### src/rtl/uart_event_queue.sv
// uart_event_queue
//   Buffers single-byte game event codes ('R', 'H', '0'..'4') and drains them
//   one at a time into uart_tx using its tx_start/busy handshake, so events
//   raised while the transmitter is busy are not lost.
//
// Parameters
//   DEPTH        FIFO entries (power of two, >= 2)
//   ADDR_BITS    log2(DEPTH)
//   ACK_TIMEOUT  cycles to wait for tx_busy after tx_start before giving up
//
// Ports
//   clock       in   system clock
//   reset       in   asynchronous active-low reset
//   clear       in   synchronous flush of queued bytes
//   evt_valid   in   one-cycle strobe, evt_data offered this cycle
//   evt_data    in   event byte
//   tx_busy     in   uart_tx busy flag
//   tx_start    out  one-cycle start pulse to uart_tx
//   tx_data     out  byte to uart_tx, held until the handshake finishes
//   fifo_empty  out  level == 0
//   fifo_full   out  level == DEPTH
//   level       out  number of queued bytes, 0..DEPTH
//   drop_count  out  bytes rejected while full, saturating at 255
//
// Build option
//   UART_EVT_DEDUP_EN  when defined, a byte equal to the most recently pushed
//                      byte is discarded while that byte is still queued.

module uart_event_queue #(
    parameter int DEPTH       = 8,
    parameter int ADDR_BITS   = 3,
    parameter int ACK_TIMEOUT = 4
) (
    input  logic                 clock,
    input  logic                 reset,
    input  logic                 clear,
    input  logic                 evt_valid,
    input  logic [7:0]           evt_data,
    input  logic                 tx_busy,
    output logic                 tx_start,
    output logic [7:0]           tx_data,
    output logic                 fifo_empty,
    output logic                 fifo_full,
    output logic [ADDR_BITS:0]   level,
    output logic [7:0]           drop_count
);

    typedef enum logic [1:0] {
        IDLE = 2'd0,
        SENT = 2'd1,
        BUSY = 2'd2
    } state_t;

    localparam logic [ADDR_BITS:0] FULL_LEVEL = (ADDR_BITS+1)'(DEPTH);
    localparam logic [ADDR_BITS:0] ONE_LEVEL  = (ADDR_BITS+1)'(1);
    localparam logic [7:0]         ACK_LAST   = 8'(ACK_TIMEOUT - 1);

    logic [7:0]           r_mem [DEPTH];
    logic [ADDR_BITS-1:0] r_wrPtr;
    logic [ADDR_BITS-1:0] r_rdPtr;
    logic [ADDR_BITS:0]   r_level;
    logic [7:0]           r_dropCount;
    state_t               r_state;
    logic [7:0]           r_ackCnt;
    logic                 r_txStart;
    logic [7:0]           r_txData;

    logic w_dup;
    logic w_offer;
    logic w_push;
    logic w_drop;
    logic w_pop;

    assign fifo_empty = (r_level == '0);
    assign fifo_full  = (r_level == FULL_LEVEL);
    assign level      = r_level;
    assign drop_count = r_dropCount;
    assign tx_start   = r_txStart;
    assign tx_data    = r_txData;

    // The only pop is the IDLE issue; fullness is the registered level, so a
    // push at full is rejected even if the same edge pops.
    assign w_pop   = (r_state == IDLE) && !fifo_empty && !tx_busy;
    assign w_offer = evt_valid && !clear && !w_dup;
    assign w_push  = w_offer && !fifo_full;
    assign w_drop  = w_offer && fifo_full;

`ifdef UART_EVT_DEDUP_EN
    logic [7:0] r_lastByte;
    logic       r_lastValid;

    assign w_dup = r_lastValid && (evt_data == r_lastByte);

    // Remember the last pushed byte while it is still in the queue; once the
    // queue drains empty a repeat of it is a genuinely new event.
    always_ff @(posedge clock or negedge reset) begin
        if (!reset) begin
            r_lastByte  <= 8'h00;
            r_lastValid <= 1'b0;
        end else if (clear) begin
            r_lastValid <= 1'b0;
        end else if (w_push) begin
            r_lastByte  <= evt_data;
            r_lastValid <= 1'b1;
        end else if (w_pop && (r_level == ONE_LEVEL)) begin
            r_lastValid <= 1'b0;
        end
    end
`else
    assign w_dup = 1'b0;
`endif

    // Storage array; not reset because the pointers define what is valid.
    always_ff @(posedge clock) begin
        if (w_push) begin
            r_mem[r_wrPtr] <= evt_data;
        end
    end

    // Pointers wrap naturally because DEPTH is a power of two.
    always_ff @(posedge clock or negedge reset) begin
        if (!reset) begin
            r_wrPtr <= '0;
            r_rdPtr <= '0;
            r_level <= '0;
        end else if (clear) begin
            r_wrPtr <= '0;
            r_rdPtr <= '0;
            r_level <= '0;
        end else begin
            if (w_push) begin
                r_wrPtr <= r_wrPtr + 1'b1;
            end
            if (w_pop) begin
                r_rdPtr <= r_rdPtr + 1'b1;
            end
            case ({w_push, w_pop})
                2'b10:   r_level <= r_level + 1'b1;
                2'b01:   r_level <= r_level - 1'b1;
                default: r_level <= r_level;
            endcase
        end
    end

    // Drop counter survives clear so overflow history is not lost.
    always_ff @(posedge clock or negedge reset) begin
        if (!reset) begin
            r_dropCount <= 8'h00;
        end else if (w_drop && (r_dropCount != 8'hFF)) begin
            r_dropCount <= r_dropCount + 8'h01;
        end
    end

    // Handshake FSM. SENT waits for uart_tx to acknowledge with busy; if it
    // never does, the byte is treated as sent so the queue cannot stall.
    always_ff @(posedge clock or negedge reset) begin
        if (!reset) begin
            r_state   <= IDLE;
            r_ackCnt  <= 8'h00;
            r_txStart <= 1'b0;
            r_txData  <= 8'h00;
        end else begin
            r_txStart <= 1'b0;
            case (r_state)
                IDLE: begin
                    if (w_pop) begin
                        r_txData  <= r_mem[r_rdPtr];
                        r_txStart <= 1'b1;
                        r_ackCnt  <= 8'h00;
                        r_state   <= SENT;
                    end
                end
                SENT: begin
                    if (tx_busy) begin
                        r_state <= BUSY;
                    end else if (r_ackCnt == ACK_LAST) begin
                        r_state <= IDLE;
                    end else begin
                        r_ackCnt <= r_ackCnt + 8'h01;
                    end
                end
                BUSY: begin
                    if (!tx_busy) begin
                        r_state <= IDLE;
                    end
                end
                default: r_state <= IDLE;
            endcase
        end
    end

endmodule

### config.mk
export PLATFORM = sky130hd
export DESIGN_NAME = uart_event_queue
export DESIGN_NICKNAME = d
export VERILOG_FILES = /design/src/rtl/uart_event_queue.sv
export SDC_FILE = /design/constraint.sdc
export NUM_CORES = 1
export LEC_CHECK = 0
export BUFFER_PORTS_ARGS = -buffer_cell sky130_fd_sc_hd__buf_2
export CAP_MARGIN = 10
export CELL_PAD_IN_SITES_DETAIL_PLACEMENT = 1
export CELL_PAD_IN_SITES_GLOBAL_PLACEMENT = 2
export CORE_ASPECT_RATIO = 1.25
export CORE_MARGIN = 1
export CORE_UTILIZATION = 26
export CTS_CLUSTER_SIZE = 28
export DETAILED_ROUTE_END_ITERATION = 10
export PLACE_DENSITY_LB_ADDON = 0.08
export SYNTH_ARGS = -nofsm -noshare
export SYNTH_HDL_FRONTEND = slang
export SYNTH_SLANG_ARGS = --single-unit
### constraint.sdc
create_clock -name clock -period 3.6 [get_ports clock]
set_clock_uncertainty 0.1 [all_clocks]
set_input_delay 0.72 -clock clock [delete_from_list [all_inputs] [get_ports clock]]
set_output_delay 0.72 -clock clock [all_outputs]
set_load 0.01 [all_outputs]
==> report_table.html, run 1 <==
<table>
<tr><th>Metric</th><th>Value</th></tr>
<tr><th colspan="2">Synthesis</th></tr>
<tr><td>Unique masters post-synth</td><td>56</td></tr>
<tr><td>Dominant cell by count in the synthesized netlist</td><td>edfxtp_1</td></tr>
<tr><td>Number of synthesized flops with an enable pin</td><td>64</td></tr>
<tr><td>Net Count, Synth</td><td>318</td></tr>
<tr><td>Share of synthesized flip-flops with an asynchronous set or reset</td><td>36.6%</td></tr>
<tr><td>Dominant synthesized flop cell</td><td>edfxtp_1</td></tr>
<tr><td>Cell area after synthesis</td><td>4430 um2</td></tr>
<tr><td>Total number of yosys warnings</td><td>0</td></tr>
<tr><td>Biggest area consumer among synthesized cells</td><td>edfxtp_1</td></tr>
<tr><td>Most frequent cells after synthesis</td><td>edfxtp_1 (64), dfrtp_1 (37), nand2_1 (20)</td></tr>
<tr><td>Cell types with the largest area share after synthesis</td><td>edfxtp_1 (43%), dfrtp_1 (21%), mux4_2 (8.1%), mux2i_1 (1.8%), ha_1 (1.7%)</td></tr>
<tr><td>Synth Area per Inst</td><td>14.8 um2</td></tr>
<tr><td>Sequential cell area fraction in the yosys report</td><td>64.3%</td></tr>
<tr><td>Synth top area share</td><td>43.4%</td></tr>
<tr><td>Gate Count Post-Synth</td><td>299</td></tr>
<tr><td>Number of synthesized register bits</td><td>101</td></tr>
<tr><th colspan="2">Route</th></tr>
<tr><td>Vias after detailed routing</td><td>2,675</td></tr>
<tr><td>Number of vias per cell after detailed routing</td><td>4.75</td></tr>
<tr><td>Post-route DRC</td><td>0</td></tr>
<tr><td>First-pass iteration count of the detailed router</td><td>4</td></tr>
<tr><td>Number of violations reported at the end of detailed-routing iteration 0</td><td>76</td></tr>
<tr><td>Number of routed nets with antenna violations</td><td>0</td></tr>
<tr><td>Wirelength per Cell</td><td>18.4 um</td></tr>
<tr><td>Total wirelength of the detailed-routed design</td><td>10.4 mm</td></tr>
<tr><th colspan="2">Clock network</th></tr>
<tr><td>H-tree lvl count</td><td>3</td></tr>
<tr><td>Clk_lat worst skew</td><td>350 ps</td></tr>
<tr><td>Total clock sinks</td><td>101</td></tr>
<tr><td>Register clock-pin slew on the reported worst setup and hold paths</td><td>70 ps</td></tr>
<tr><td>Clk root buf</td><td>clkbuf_16</td></tr>
<tr><td>Number of buffers inserted to repair setup after CTS</td><td>0</td></tr>
<tr><td>Number of buffers created by CTS</td><td>9</td></tr>
<tr><td>Cts-stage hold buffer count</td><td>0</td></tr>
<tr><td>Maximum clock insertion buffer count</td><td>2</td></tr>
<tr><td>Count of cells resized by post-cts repair</td><td>0</td></tr>
<tr><td>CTS tree</td><td>built</td></tr>
<tr><th colspan="2">Power</th></tr>
<tr><td>Tot Pwr</td><td>3.39 mW</td></tr>
<tr><td>LEAKAGE</td><td>1.91 nW</td></tr>
<tr><td>Worst supply voltage drop on vdd</td><td>0.226 mV</td></tr>
<tr><td>Power Density</td><td>654 nW/um2</td></tr>
<tr><th colspan="2">Placed design</th></tr>
<tr><td>Count of buffers from port buffering</td><td>35</td></tr>
<tr><td>Placed instance count</td><td>547</td></tr>
<tr><td>Final estimated routing congestion in global placement</td><td>0.769</td></tr>
<tr><td>Post-DP HPWL</td><td>7.17 mm</td></tr>
<tr><td>DP Worst Slack</td><td>738 ps</td></tr>
<tr><th colspan="2">Worst setup path</th></tr>
<tr><td>Crit-path max FO</td><td>9</td></tr>
<tr><td>Critical path arrival</td><td>3050 ps</td></tr>
<tr><td>Critical path class</td><td>reg -&gt; reg</td></tr>
<tr><td>Required time of the critical path</td><td>3780 ps</td></tr>
<tr><td>Critical Path Sink Type</td><td>flop</td></tr>
<tr><td>Worst setup SP type</td><td>flop</td></tr>
<tr><th colspan="2">Status</th></tr>
<tr><td>Result of the run</td><td>complete, no violations</td></tr>
<tr><th colspan="2">STA</th></tr>
<tr><td>Max Fclk</td><td>0.349 GHz</td></tr>
<tr><td>Setup Viol. Count Final</td><td>0</td></tr>
<tr><td>Max-Slew Margin vs Limit</td><td>38.6%</td></tr>
<tr><td>Setup repair after global routing missed its margin</td><td>false</td></tr>
<tr><td>Worst-case setup margin in the final layout</td><td>732 ps</td></tr>
<tr><td>Final clock period utilization by the worst path</td><td>79.7%</td></tr>
<tr><td>Least-Margin Pin Slew</td><td>922 ps</td></tr>
<tr><td>Sum of negative setup slack</td><td>0 ps</td></tr>
<tr><td>Post-layout minimum cycle time</td><td>2870 ps</td></tr>
<tr><td>Final slew viol count</td><td>0</td></tr>
<tr><td>Fin. Hold Viols</td><td>0</td></tr>
<tr><th colspan="2">Global routing</th></tr>
<tr><td>Number of global-route vias before repair</td><td>2,821</td></tr>
<tr><td>First-pass GRT wire length</td><td>16.7 mm</td></tr>
<tr><td>Initial antenna violation count</td><td>0</td></tr>
<tr><td>Met1 track demand over resource</td><td>16.9%</td></tr>
<tr><td>Pin count of the biggest net entering global routing</td><td>38</td></tr>
<tr><td>GRT met2 Usage</td><td>20.5%</td></tr>
<tr><td>Overall Global Routing Usage</td><td>12.8%</td></tr>
<tr><td>Layer with the highest usage</td><td>met2</td></tr>
<tr><td>GRT overflow</td><td>0</td></tr>
<tr><td>Global routing met3 resource utilization</td><td>2.04%</td></tr>
<tr><th colspan="2">Floorplanning</th></tr>
<tr><td>Die Span Y</td><td>148 um</td></tr>
<tr><td>Number of cell rows</td><td>52</td></tr>
<tr><td>Die Area</td><td>17,600 um2</td></tr>
<tr><td>Std-Cell Core Area</td><td>16,400 um2</td></tr>
<tr><td>Number of ports placed on the die boundary</td><td>36</td></tr>
<tr><td>Effective utilization at floorplan</td><td>27.0%</td></tr>
<tr><td>Die Wd</td><td>119 um</td></tr>
<tr><th colspan="2">Cells and area</th></tr>
<tr><td>Nets</td><td>361</td></tr>
<tr><td>Cell Count, Final, Fillers Out</td><td>563</td></tr>
<tr><td>Number of diodes</td><td>0</td></tr>
<tr><td>Syn-to-layout area delta</td><td>17.2%</td></tr>
<tr><td>Utilization after layout</td><td>31.6%</td></tr>
<tr><td>Layout cells sized above 1</td><td>26.8%</td></tr>
<tr><th colspan="2">Flow run</th></tr>
<tr><td>Number of maximum-capacitance violations</td><td>0</td></tr>
<tr><th colspan="2">Hold path</th></tr>
<tr><td>Class of the tightest hold or removal check</td><td>reg -&gt; reg</td></tr>
</table>
[cells by family after synthesis]
| family | Yosys count | share of synthesized area, % |
|---|---|---|
| AOI/OAI and AO/OA | 43 | 7.69 |
| buffers and inverters | 24 | 2.86 |
| xor gates and xnor gates | 12 | 2.37 |
| adders and majority gates | 6 | 1.70 |
| muxes | 25 | 10.3 |
| DFF | 101 | 64.3 |
| and+or+nand+nor | 88 | 10.7 |
[metal layers]
metal / vias to the layer above / routed length [um]
met1: 1394 / 4910
met3: 12 / 178
met2: 27 / 5070
li1: 1242 / -
met4: 0 / 205
met5: - / 0
[stage by stage]
stage          instance area [um2]  hold WS (ps)
2_1_floorplan                 4430           324
3_3_place_gp                  4880           373
3_5_place_dp                  4880           374
4_1_cts                       5190           389
5_1_grt                       5190           414
6_report                      5190           383
[final cells by class]
| class | instances | area [um2] |
|---|---|---|
| fill | 1757 | 11200 |
| sequential | 101 | 2850 |
| multi-input combinational | 174 | 1460 |
| tap | 216 | 270 |
| timing repair buffer | 47 | 265 |
| clock buffer | 11 | 243 |
| clock inverter | 5 | 67.6 |
| inverter | 9 | 36.3 |
[sequential cells by signal (all words and copies together), names as in the netlist]
register,count
tx_data,8
r_wrPtr,3
tx_start,1
drop_count,8
r_state,2
r_rdPtr,3
level,4
r_mem,64
r_ackCnt,8
[layout by cell type (no fill, tap or decap), types with 3 or more instances in the layout]
cell,count
dfrtp_1,37
and3_1,3
ha_1,6
nand2_1,20
o21ai_1,11
inv_1,5
a21oi_1,8
xnor2_1,6
mux2i_1,8
buf_4,12
mux4_2,16
xor2_1,6
edfxtp_1,64
nor3_1,8
or4_1,5
nor2_1,14
buf_2,35
nand4_1,7
nand2b_1,5
clkbuf_16,9
o31ai_1,4
nand3_1,11
[path summary, 6_finish.rpt]
path,end,slack [ps],start,depth (start not counted)
setup / recovery,level[3],730,level[1],7
hold / removal,tx_data[5],380,tx_data[5],2
setup reg to reg,level[3],730,level[1],7
hold reg to reg,tx_data[5],380,tx_data[5],2
max in group asynchronous,r_ackCnt[2],2410,reset,1
min in group asynchronous,drop_count[7],390,reset,1
[power by group]
part,switching [mW],total [mW],internal (mW)
clock network,0.450,1.02,0.569
registers,0.153,1.52,1.37
logic,0.486,0.850,0.365
[worst max-delay path, stage by stage, from the launching register on]
cell and delay (ps):
dfrtp_1 480, or4_1 750, o211ai_4 210, clkinv_2 150
ha_1 380, o2111ai_1 220, a2111o_1 420, nand4_1 90
Power figures use the tool's default switching activity.
==> run 2, diff against run 1 <==
Clock period 3.6 ns to 2.8 ns, I/O delays scaled along.
==> run 2 against run 1 <==
Clock-buffer cell count decreased by 2; clock power is 27% higher; design area rose by 1.4%; combinational power increased by 40%; non-clock buffer count increased by 8; worst setup slack got worse by 580 ps; utilization grew 0.43 points; routed wire length up 0.76%; total power up 30%; sequential share of layout area down 0.73 points; maximum frequency rose by 8.5%; die area did not move.
==> report_table.html, run 2 (synthesized netlist as in run 1, its figures left out) <==
<table>
<tr><th>Metric</th><th>Value</th></tr>
<tr><th colspan="2">Status</th></tr>
<tr><td>Result of the run</td><td>complete, no violations (unchanged)</td></tr>
<tr><th colspan="2">Clock network</th></tr>
<tr><td>Total clock sinks</td><td>101 (unchanged)</td></tr>
<tr><td>Number of buffers created by CTS</td><td>9 (unchanged)</td></tr>
<tr><td>CTS tree</td><td>built (unchanged)</td></tr>
<tr><td>Register clock-pin slew on the reported worst setup and hold paths</td><td>70 ps (about the same)</td></tr>
<tr><td>Clk root buf</td><td>clkbuf_16 (unchanged)</td></tr>
<tr><td>Clk_lat worst skew</td><td>350 ps (about the same)</td></tr>
<tr><td>H-tree lvl count</td><td>3 (unchanged)</td></tr>
<tr><td>Maximum clock insertion buffer count</td><td>2 (unchanged)</td></tr>
<tr><th colspan="2">Cells and area</th></tr>
<tr><td>Max FFs per register</td><td>64 (unchanged)</td></tr>
<tr><td>Filler cells</td><td>1,757 (unchanged)</td></tr>
<tr><td>Syn-to-layout area delta</td><td>18.8% (was 17.2%)</td></tr>
<tr><td>Layout cells sized above 1</td><td>29.6% (was 26.8%)</td></tr>
<tr><td>Area used by multi-input combinational logic</td><td>1470 um2 (was 1460 um2)</td></tr>
<tr><td>Register name with the most flops</td><td>r_mem (unchanged)</td></tr>
<tr><td>Most common library cell in the layout ignoring fill and taps</td><td>edfxtp_1 (unchanged)</td></tr>
<tr><td>Top library cells by usage in the layout, fill and taps aside</td><td>edfxtp_1 (64), dfrtp_1 (37), buf_2 (35) (unchanged)</td></tr>
<tr><td>Area taken by flip-flops and latches</td><td>2850 um2 (unchanged)</td></tr>
<tr><td>Nets</td><td>369 (was 361)</td></tr>
<tr><td>Number of diodes</td><td>0 (unchanged)</td></tr>
<tr><th colspan="2">Power</th></tr>
<tr><td>Worst supply voltage drop on vdd</td><td>0.386 mV (was 0.226 mV)</td></tr>
<tr><td>Proportion of power drawn by combinational gates</td><td>27.0% (was 25.1%)</td></tr>
<tr><td>Power Density</td><td>837 nW/um2 (was 654 nW/um2)</td></tr>
<tr><td>Cell internal pwr</td><td>2.97 mW (was 2.30 mW)</td></tr>
<tr><td>Switching Share</td><td>32.5% (was 32.1%)</td></tr>
<tr><td>Part of the power in registers</td><td>43.5% (was 44.9%)</td></tr>
<tr><td>Power share of the clock group</td><td>29.4% (was 30.0%)</td></tr>
<tr><td>Switching power total</td><td>1.43 mW (was 1.09 mW)</td></tr>
<tr><td>LEAKAGE</td><td>1.94 nW (was 1.91 nW)</td></tr>
<tr><th colspan="2">STA</th></tr>
<tr><td>Final slew viol count</td><td>0 (unchanged)</td></tr>
<tr><td>Worst-case setup margin in the final layout</td><td>155 ps (was 732 ps)</td></tr>
<tr><td>Least-Margin Pin Slew</td><td>606 ps (was 922 ps)</td></tr>
<tr><td>Final clock period utilization by the worst path</td><td>94.4% (was 79.7%)</td></tr>
<tr><td>Setup repair after global routing missed its margin</td><td>false (unchanged)</td></tr>
<tr><td>Max-Slew Margin vs Limit</td><td>59.6% (was 38.6%)</td></tr>
<tr><td>Sum of negative setup slack</td><td>0 ps (unchanged)</td></tr>
<tr><td>Fin. Hold Viols</td><td>0 (unchanged)</td></tr>
<tr><td>Post-layout minimum cycle time</td><td>2640 ps (was 2870 ps)</td></tr>
<tr><td>Setup Viol. Count Final</td><td>0 (unchanged)</td></tr>
<tr><td>Max Fclk</td><td>0.378 GHz (was 0.349 GHz)</td></tr>
<tr><th colspan="2">Floorplanning</th></tr>
<tr><td>Die Span Y</td><td>148 um (unchanged)</td></tr>
<tr><td>Std-Cell Core Area</td><td>16,400 um2 (unchanged)</td></tr>
<tr><td>Number of ports placed on the die boundary</td><td>36 (unchanged)</td></tr>
<tr><td>Effective utilization at floorplan</td><td>27.0% (unchanged)</td></tr>
<tr><td>Number of cell rows</td><td>52 (unchanged)</td></tr>
<tr><td>Die Area</td><td>17,600 um2 (unchanged)</td></tr>
<tr><td>Die Wd</td><td>119 um (unchanged)</td></tr>
<tr><th colspan="2">Route</th></tr>
<tr><td>Post-route DRC</td><td>0 (unchanged)</td></tr>
<tr><td>First-pass iteration count of the detailed router</td><td>4 (unchanged)</td></tr>
<tr><td>Number of routed nets with antenna violations</td><td>0 (unchanged)</td></tr>
<tr><td>Vias after detailed routing</td><td>2,688 (was 2,675)</td></tr>
<tr><td>Wirelength per Cell</td><td>18.3 um (was 18.4 um)</td></tr>
<tr><td>Number of violations reported at the end of detailed-routing iteration 0</td><td>68 (was 76)</td></tr>
<tr><td>Total wirelength of the detailed-routed design</td><td>10.4 mm (about the same)</td></tr>
<tr><td>Number of vias per cell after detailed routing</td><td>4.71 (was 4.75)</td></tr>
<tr><th colspan="2">Worst setup path</th></tr>
<tr><td>Critical path arrival</td><td>2830 ps (was 3050 ps)</td></tr>
<tr><td>Crit-path max FO</td><td>8 (was 9)</td></tr>
<tr><td>FF-to-FF setup slack</td><td>160 ps (was 730 ps)</td></tr>
<tr><td>Required time of the critical path</td><td>2980 ps (was 3780 ps)</td></tr>
<tr><td>Critical path class</td><td>reg -&gt; reg (unchanged)</td></tr>
<tr><td>Critical Path Sink Type</td><td>flop (unchanged)</td></tr>
<tr><td>Worst setup SP type</td><td>flop (unchanged)</td></tr>
<tr><th colspan="2">Global routing</th></tr>
<tr><td>Global routing met3 resource utilization</td><td>2.12% (was 2.04%)</td></tr>
<tr><td>Met1 track demand over resource</td><td>14.9% (was 16.9%)</td></tr>
<tr><td>Layer with the highest usage</td><td>met2 (unchanged)</td></tr>
<tr><td>First-pass GRT wire length</td><td>16.5 mm (was 16.7 mm)</td></tr>
<tr><td>GRT overflow</td><td>0 (unchanged)</td></tr>
<tr><td>Pin count of the biggest net entering global routing</td><td>21 (was 38)</td></tr>
<tr><td>Initial antenna violation count</td><td>0 (unchanged)</td></tr>
<tr><td>GRT met2 Usage</td><td>22.4% (was 20.5%)</td></tr>
<tr><td>Number of global-route vias before repair</td><td>2,894 (was 2,821)</td></tr>
<tr><td>Overall Global Routing Usage</td><td>12.8% (about the same)</td></tr>
<tr><th colspan="2">Hold path</th></tr>
<tr><td>Class of the tightest hold or removal check</td><td>in -&gt; async (was reg -&gt; reg)</td></tr>
<tr><th colspan="2">Placed design</th></tr>
<tr><td>DP Worst Slack</td><td>154 ps (was 738 ps)</td></tr>
<tr><td>Post-DP HPWL</td><td>6.98 mm (was 7.17 mm)</td></tr>
<tr><td>Count of buffers from port buffering</td><td>35 (unchanged)</td></tr>
<tr><td>Final estimated routing congestion in global placement</td><td>0.726 (was 0.769)</td></tr>
<tr><th colspan="2">Flow run</th></tr>
<tr><td>Number of maximum-capacitance violations</td><td>0 (unchanged)</td></tr>
</table>
run 2: final timing paths:
check | from | endpoint | cells past startpoint
worst max-delay path | level[0] | level[3] | 7
worst min-delay path | reset | drop_count[7] | 1
worst max register to register | level[0] | level[3] | 7
worst min register to register | tx_data[4] | tx_data[4] | 2
max in group asynchronous | reset | tx_data[3] | 2
min in group clock | tx_busy | r_state[1] | 2
run 2: area by class of cell:
type	count	area share (%)
clock buffers	9	4.28
clock inverters	7	1.52
inverters	9	0.690
multi-input cells	174	28.0
flip-flops and latches	101	54.2
well taps	216	5.14
repair buffers	55	6.19
run 2: through the flow:
stage                     std cells  power [mW]  instance area, um2  hold slack [ps]  utilization (%)
after floorplan                 299        2.74                4430              164                -
after global placement          555        3.15                4940              376             30.1
after detailed placement        555        3.17                4940              385             30.1
after CTS                       571        4.49                5240             92.5             32.0
after global routing            571        4.66                5260              105             32.1
final                           571        4.40                5260             78.6             32.1
run 2: repair_timing:
| action | 4_1_cts | 5_1_grt |
|---|---|---|
| setup endpoints to repair | 0 | 1 |
| setup buffers | 0 | 0 |
| resized for setup | 0 | 3 |
| hold endpoints to repair | 0 | 0 |
| hold buffers | 0 | 0 |
run 2: routing by layer:
layer | vias to the layer above | part of all wire (%) | routed length [um]
li1 | 1253 | - | -
met1 | 1381 | 42 | 4410
met2 | 37 | 53 | 5510
met3 | 17 | 2.2 | 230
met4 | 0 | 2.8 | 297
met5 | - | 0 | 0
run 2: worst max-delay path, stage by stage (launching register included):
cell	delay, ps
dfrtp_1	470
or4_1	610
o211ai_4	160
clkinv_2	150
ha_2	400
o2111ai_2	190
a2111o_1	410
nand4_1	80
run 2: power groups by stage:
stage / Sequential, mW / Combinational, mW / Clock, mW
floorplan: 1.95 / 0.793 / 0
global placement: 1.95 / 1.20 / 0
detailed placement: 1.95 / 1.22 / 0
CTS: 1.92 / 1.22 / 1.35
global route: 1.95 / 1.32 / 1.39
finish: 1.92 / 1.19 / 1.30
==> run 3, diff against run 2 <==
Settings changed: PLACE_DENSITY set to 0.63, PLACE_DENSITY_LB_ADDON 0.08 to not set.
==> run 3 against run 2 <==
Critical path depth unchanged; sequential share of layout area up 0.41 points; register-to-register slack worse by 20 ps; utilization down 0.23 points; highest routed layer unchanged.
==> report_table.html, run 3 (synthesized netlist as in run 1, its figures left out) <==
<table>
<tr><th>Metric</th><th>Value</th></tr>
<tr><th colspan="2">Floorplanning</th></tr>
<tr><td>Effective utilization at floorplan</td><td>27.0% (unchanged)</td></tr>
<tr><td>Std-Cell Core Area</td><td>16,400 um2 (unchanged)</td></tr>
<tr><td>Number of ports placed on the die boundary</td><td>36 (unchanged)</td></tr>
<tr><td>Die Area</td><td>17,600 um2 (unchanged)</td></tr>
<tr><td>Die Wd</td><td>119 um (unchanged)</td></tr>
<tr><td>Die Span Y</td><td>148 um (unchanged)</td></tr>
<tr><td>Number of cell rows</td><td>52 (unchanged)</td></tr>
<tr><th colspan="2">Global routing</th></tr>
<tr><td>Number of global-route vias before repair</td><td>2,953 (was 2,894)</td></tr>
<tr><td>Initial antenna violation count</td><td>0 (unchanged)</td></tr>
<tr><td>GRT overflow</td><td>0 (unchanged)</td></tr>
<tr><td>Pin count of the biggest net entering global routing</td><td>38 (was 21)</td></tr>
<tr><td>First-pass GRT wire length</td><td>16.1 mm (was 16.5 mm)</td></tr>
<tr><td>Overall Global Routing Usage</td><td>12.2% (was 12.8%)</td></tr>
<tr><th colspan="2">STA</th></tr>
<tr><td>Fin. Hold Viols</td><td>0 (unchanged)</td></tr>
<tr><td>Final slew viol count</td><td>0 (unchanged)</td></tr>
<tr><td>Setup repair after global routing missed its margin</td><td>false (unchanged)</td></tr>
<tr><td>Sum of negative setup slack</td><td>0 ps (unchanged)</td></tr>
<tr><td>Final clock period utilization by the worst path</td><td>95.0% (was 94.4%)</td></tr>
<tr><td>Least-Margin Pin Slew</td><td>887 ps (was 606 ps)</td></tr>
<tr><td>Worst-case setup margin in the final layout</td><td>139 ps (was 155 ps)</td></tr>
<tr><td>Post-layout minimum cycle time</td><td>2660 ps (was 2640 ps)</td></tr>
<tr><td>Max Fclk</td><td>0.376 GHz (was 0.378 GHz)</td></tr>
<tr><td>Setup Viol. Count Final</td><td>0 (unchanged)</td></tr>
<tr><td>Max-Slew Margin vs Limit</td><td>40.9% (was 59.6%)</td></tr>
<tr><th colspan="2">Route</th></tr>
<tr><td>Vias after detailed routing</td><td>2,651 (was 2,688)</td></tr>
<tr><td>Post-route DRC</td><td>0 (unchanged)</td></tr>
<tr><td>Total wirelength of the detailed-routed design</td><td>9.87 mm (was 10.4 mm)</td></tr>
<tr><td>Wirelength per Cell</td><td>17.4 um (was 18.3 um)</td></tr>
<tr><td>Number of vias per cell after detailed routing</td><td>4.68 (was 4.71)</td></tr>
<tr><td>First-pass iteration count of the detailed router</td><td>4 (unchanged)</td></tr>
<tr><td>Number of routed nets with antenna violations</td><td>0 (unchanged)</td></tr>
<tr><td>Number of violations reported at the end of detailed-routing iteration 0</td><td>97 (was 68)</td></tr>
<tr><th colspan="2">Cells and area</th></tr>
<tr><td>Syn-to-layout area delta</td><td>18.0% (was 18.8%)</td></tr>
<tr><td>Register name with the most flops</td><td>r_mem (unchanged)</td></tr>
<tr><td>Top library cells by usage in the layout, fill and taps aside</td><td>edfxtp_1 (64), dfrtp_1 (36), buf_2 (35) (was edfxtp_1 (64), dfrtp_1 (37), buf_2 (35))</td></tr>
<tr><td>Nets</td><td>364 (was 369)</td></tr>
<tr><td>Number of diodes</td><td>0 (unchanged)</td></tr>
<tr><td>Most common library cell in the layout ignoring fill and taps</td><td>edfxtp_1 (unchanged)</td></tr>
<tr><td>Max FFs per register</td><td>64 (unchanged)</td></tr>
<tr><td>Filler cells</td><td>1,762 (was 1,757)</td></tr>
<tr><td>Layout cells sized above 1</td><td>28.3% (was 29.6%)</td></tr>
<tr><th colspan="2">Clock network</th></tr>
<tr><td>Total clock sinks</td><td>101 (unchanged)</td></tr>
<tr><td>Number of buffers created by CTS</td><td>9 (unchanged)</td></tr>
<tr><td>H-tree lvl count</td><td>3 (unchanged)</td></tr>
<tr><td>CTS tree</td><td>built (unchanged)</td></tr>
<tr><td>Maximum clock insertion buffer count</td><td>2 (unchanged)</td></tr>
<tr><td>Clk_lat worst skew</td><td>350 ps (about the same)</td></tr>
<tr><td>Number of buffers inserted to repair setup after CTS</td><td>0 (unchanged)</td></tr>
<tr><td>Clk root buf</td><td>clkbuf_16 (unchanged)</td></tr>
<tr><td>Cts-stage hold buffer count</td><td>0 (unchanged)</td></tr>
<tr><td>Register clock-pin slew on the reported worst setup and hold paths</td><td>70 ps (about the same)</td></tr>
<tr><th colspan="2">Placed design</th></tr>
<tr><td>Final estimated routing congestion in global placement</td><td>0.735 (was 0.726)</td></tr>
<tr><td>Post-DP HPWL</td><td>6.72 mm (was 6.98 mm)</td></tr>
<tr><td>Count of buffers from port buffering</td><td>35 (unchanged)</td></tr>
<tr><td>DP Worst Slack</td><td>111 ps (was 154 ps)</td></tr>
<tr><th colspan="2">Worst setup path</th></tr>
<tr><td>Worst R2R Path Depth</td><td>7 (unchanged)</td></tr>
<tr><td>Required time of the critical path</td><td>2980 ps (about the same)</td></tr>
<tr><td>Critical Path Sink Type</td><td>flop (unchanged)</td></tr>
<tr><td>Slowest cell delay on critical path</td><td>610 ps (about the same)</td></tr>
<tr><td>Ordered list of cells on the worst path</td><td>or4_1 &gt; o211ai_4 &gt; clkinv_2 &gt; ha_2 &gt; a31oi_1 &gt; a2111o_1 &gt; nand4_1 (was or4_1 &gt; o211ai_4 &gt; clkinv_2 &gt; ha_2 &gt; o2111ai_2 &gt; a2111o_1 &gt; nand4_1)</td></tr>
<tr><td>Master of the slowest instance on the critical path</td><td>or4_1 (unchanged)</td></tr>
<tr><td>Crit-path max FO</td><td>9 (was 8)</td></tr>
<tr><td>Critical path arrival</td><td>2840 ps (was 2830 ps)</td></tr>
<tr><td>Worst setup SP type</td><td>flop (unchanged)</td></tr>
<tr><td>Critical path class</td><td>reg -&gt; reg (unchanged)</td></tr>
<tr><th colspan="2">Power</th></tr>
<tr><td>Tot Pwr</td><td>4.34 mW (was 4.40 mW)</td></tr>
<tr><td>LEAKAGE</td><td>1.92 nW (was 1.94 nW)</td></tr>
<tr><td>Power Density</td><td>831 nW/um2 (was 837 nW/um2)</td></tr>
<tr><td>Worst supply voltage drop on vdd</td><td>0.296 mV (was 0.386 mV)</td></tr>
<tr><th colspan="2">Flow run</th></tr>
<tr><td>Number of maximum-capacitance violations</td><td>0 (unchanged)</td></tr>
<tr><th colspan="2">Status</th></tr>
<tr><td>Result of the run</td><td>complete, no violations (unchanged)</td></tr>
<tr><th colspan="2">Hold path</th></tr>
<tr><td>Class of the tightest hold or removal check</td><td>in -&gt; async (unchanged)</td></tr>
</table>
==> run 3: layout make-up <==
type | instances | area (um2) | area share (%)
Clock buffer | 9 | 225 | 4.31
Tap cell | 216 | 270 | 5.18
Inverter | 9 | 36.3 | 0.695
Clock inverter | 7 | 91.3 | 1.75
Multi-Input combinational cell | 174 | 1460 | 28.0
Sequential cell | 101 | 2850 | 54.6
Timing Repair Buffer | 50 | 288 | 5.51
==> run 3: worst paths after layout <==
check / startpoint / end / slack, ps
min in group clock: evt_data[7] / r_mem[5][7] / 370
hold / removal: reset / drop_count[7] / 220
hold reg to reg: tx_data[0] / tx_data[0] / 390
setup / recovery: level[1] / level[3] / 140
setup reg to reg: level[1] / level[3] / 140
max in group asynchronous: reset / level[1] / 1780
==> run 3: critical path: cells and delay by family, from the launching register on <==
kind	cells	cell delay, ps
AND/OR/NAND/NOR	2	700
flip-flops	1	480
adder cells (fa/ha/maj)	1	400
AO/OA/AOI/OAI	3	760
buffers and inverters	1	150
==> run 3: power breakdown <==
| group | internal [mW] | switching [mW] |
|---|---|---|
| Sequential | 1.76 | 0.181 |
| Combinational | 0.488 | 0.645 |
| Clock | 0.642 | 0.622 |
| Total | 2.89 | 1.45 |
==> run 3: repair_timing <==
action | in CTS | in global routing
endpoints found under the hold margin | 0 | 0
gates resized for setup | 0 | 3
endpoints found under the setup margin | 0 | 1
==> run 3: per-stage QoR <==
step | util [%] | hold slack [ps] | area [um2] | cells
2_1_floorplan | - | 164 | 4430 | 299
3_3_place_gp | 29.8 | 368 | 4890 | 550
3_5_place_dp | 29.8 | 381 | 4890 | 550
4_1_cts | 31.8 | 248 | 5210 | 566
5_1_grt | 31.8 | 289 | 5220 | 566
6_report | 31.8 | 216 | 5220 | 566
==> run 3: per-layer routing <==
layer	routed length [um]	track usage (%)
met4	180	4.75
met2	5350	22.3
met3	220	2.35
met5	0	0
met1	4120	13.8
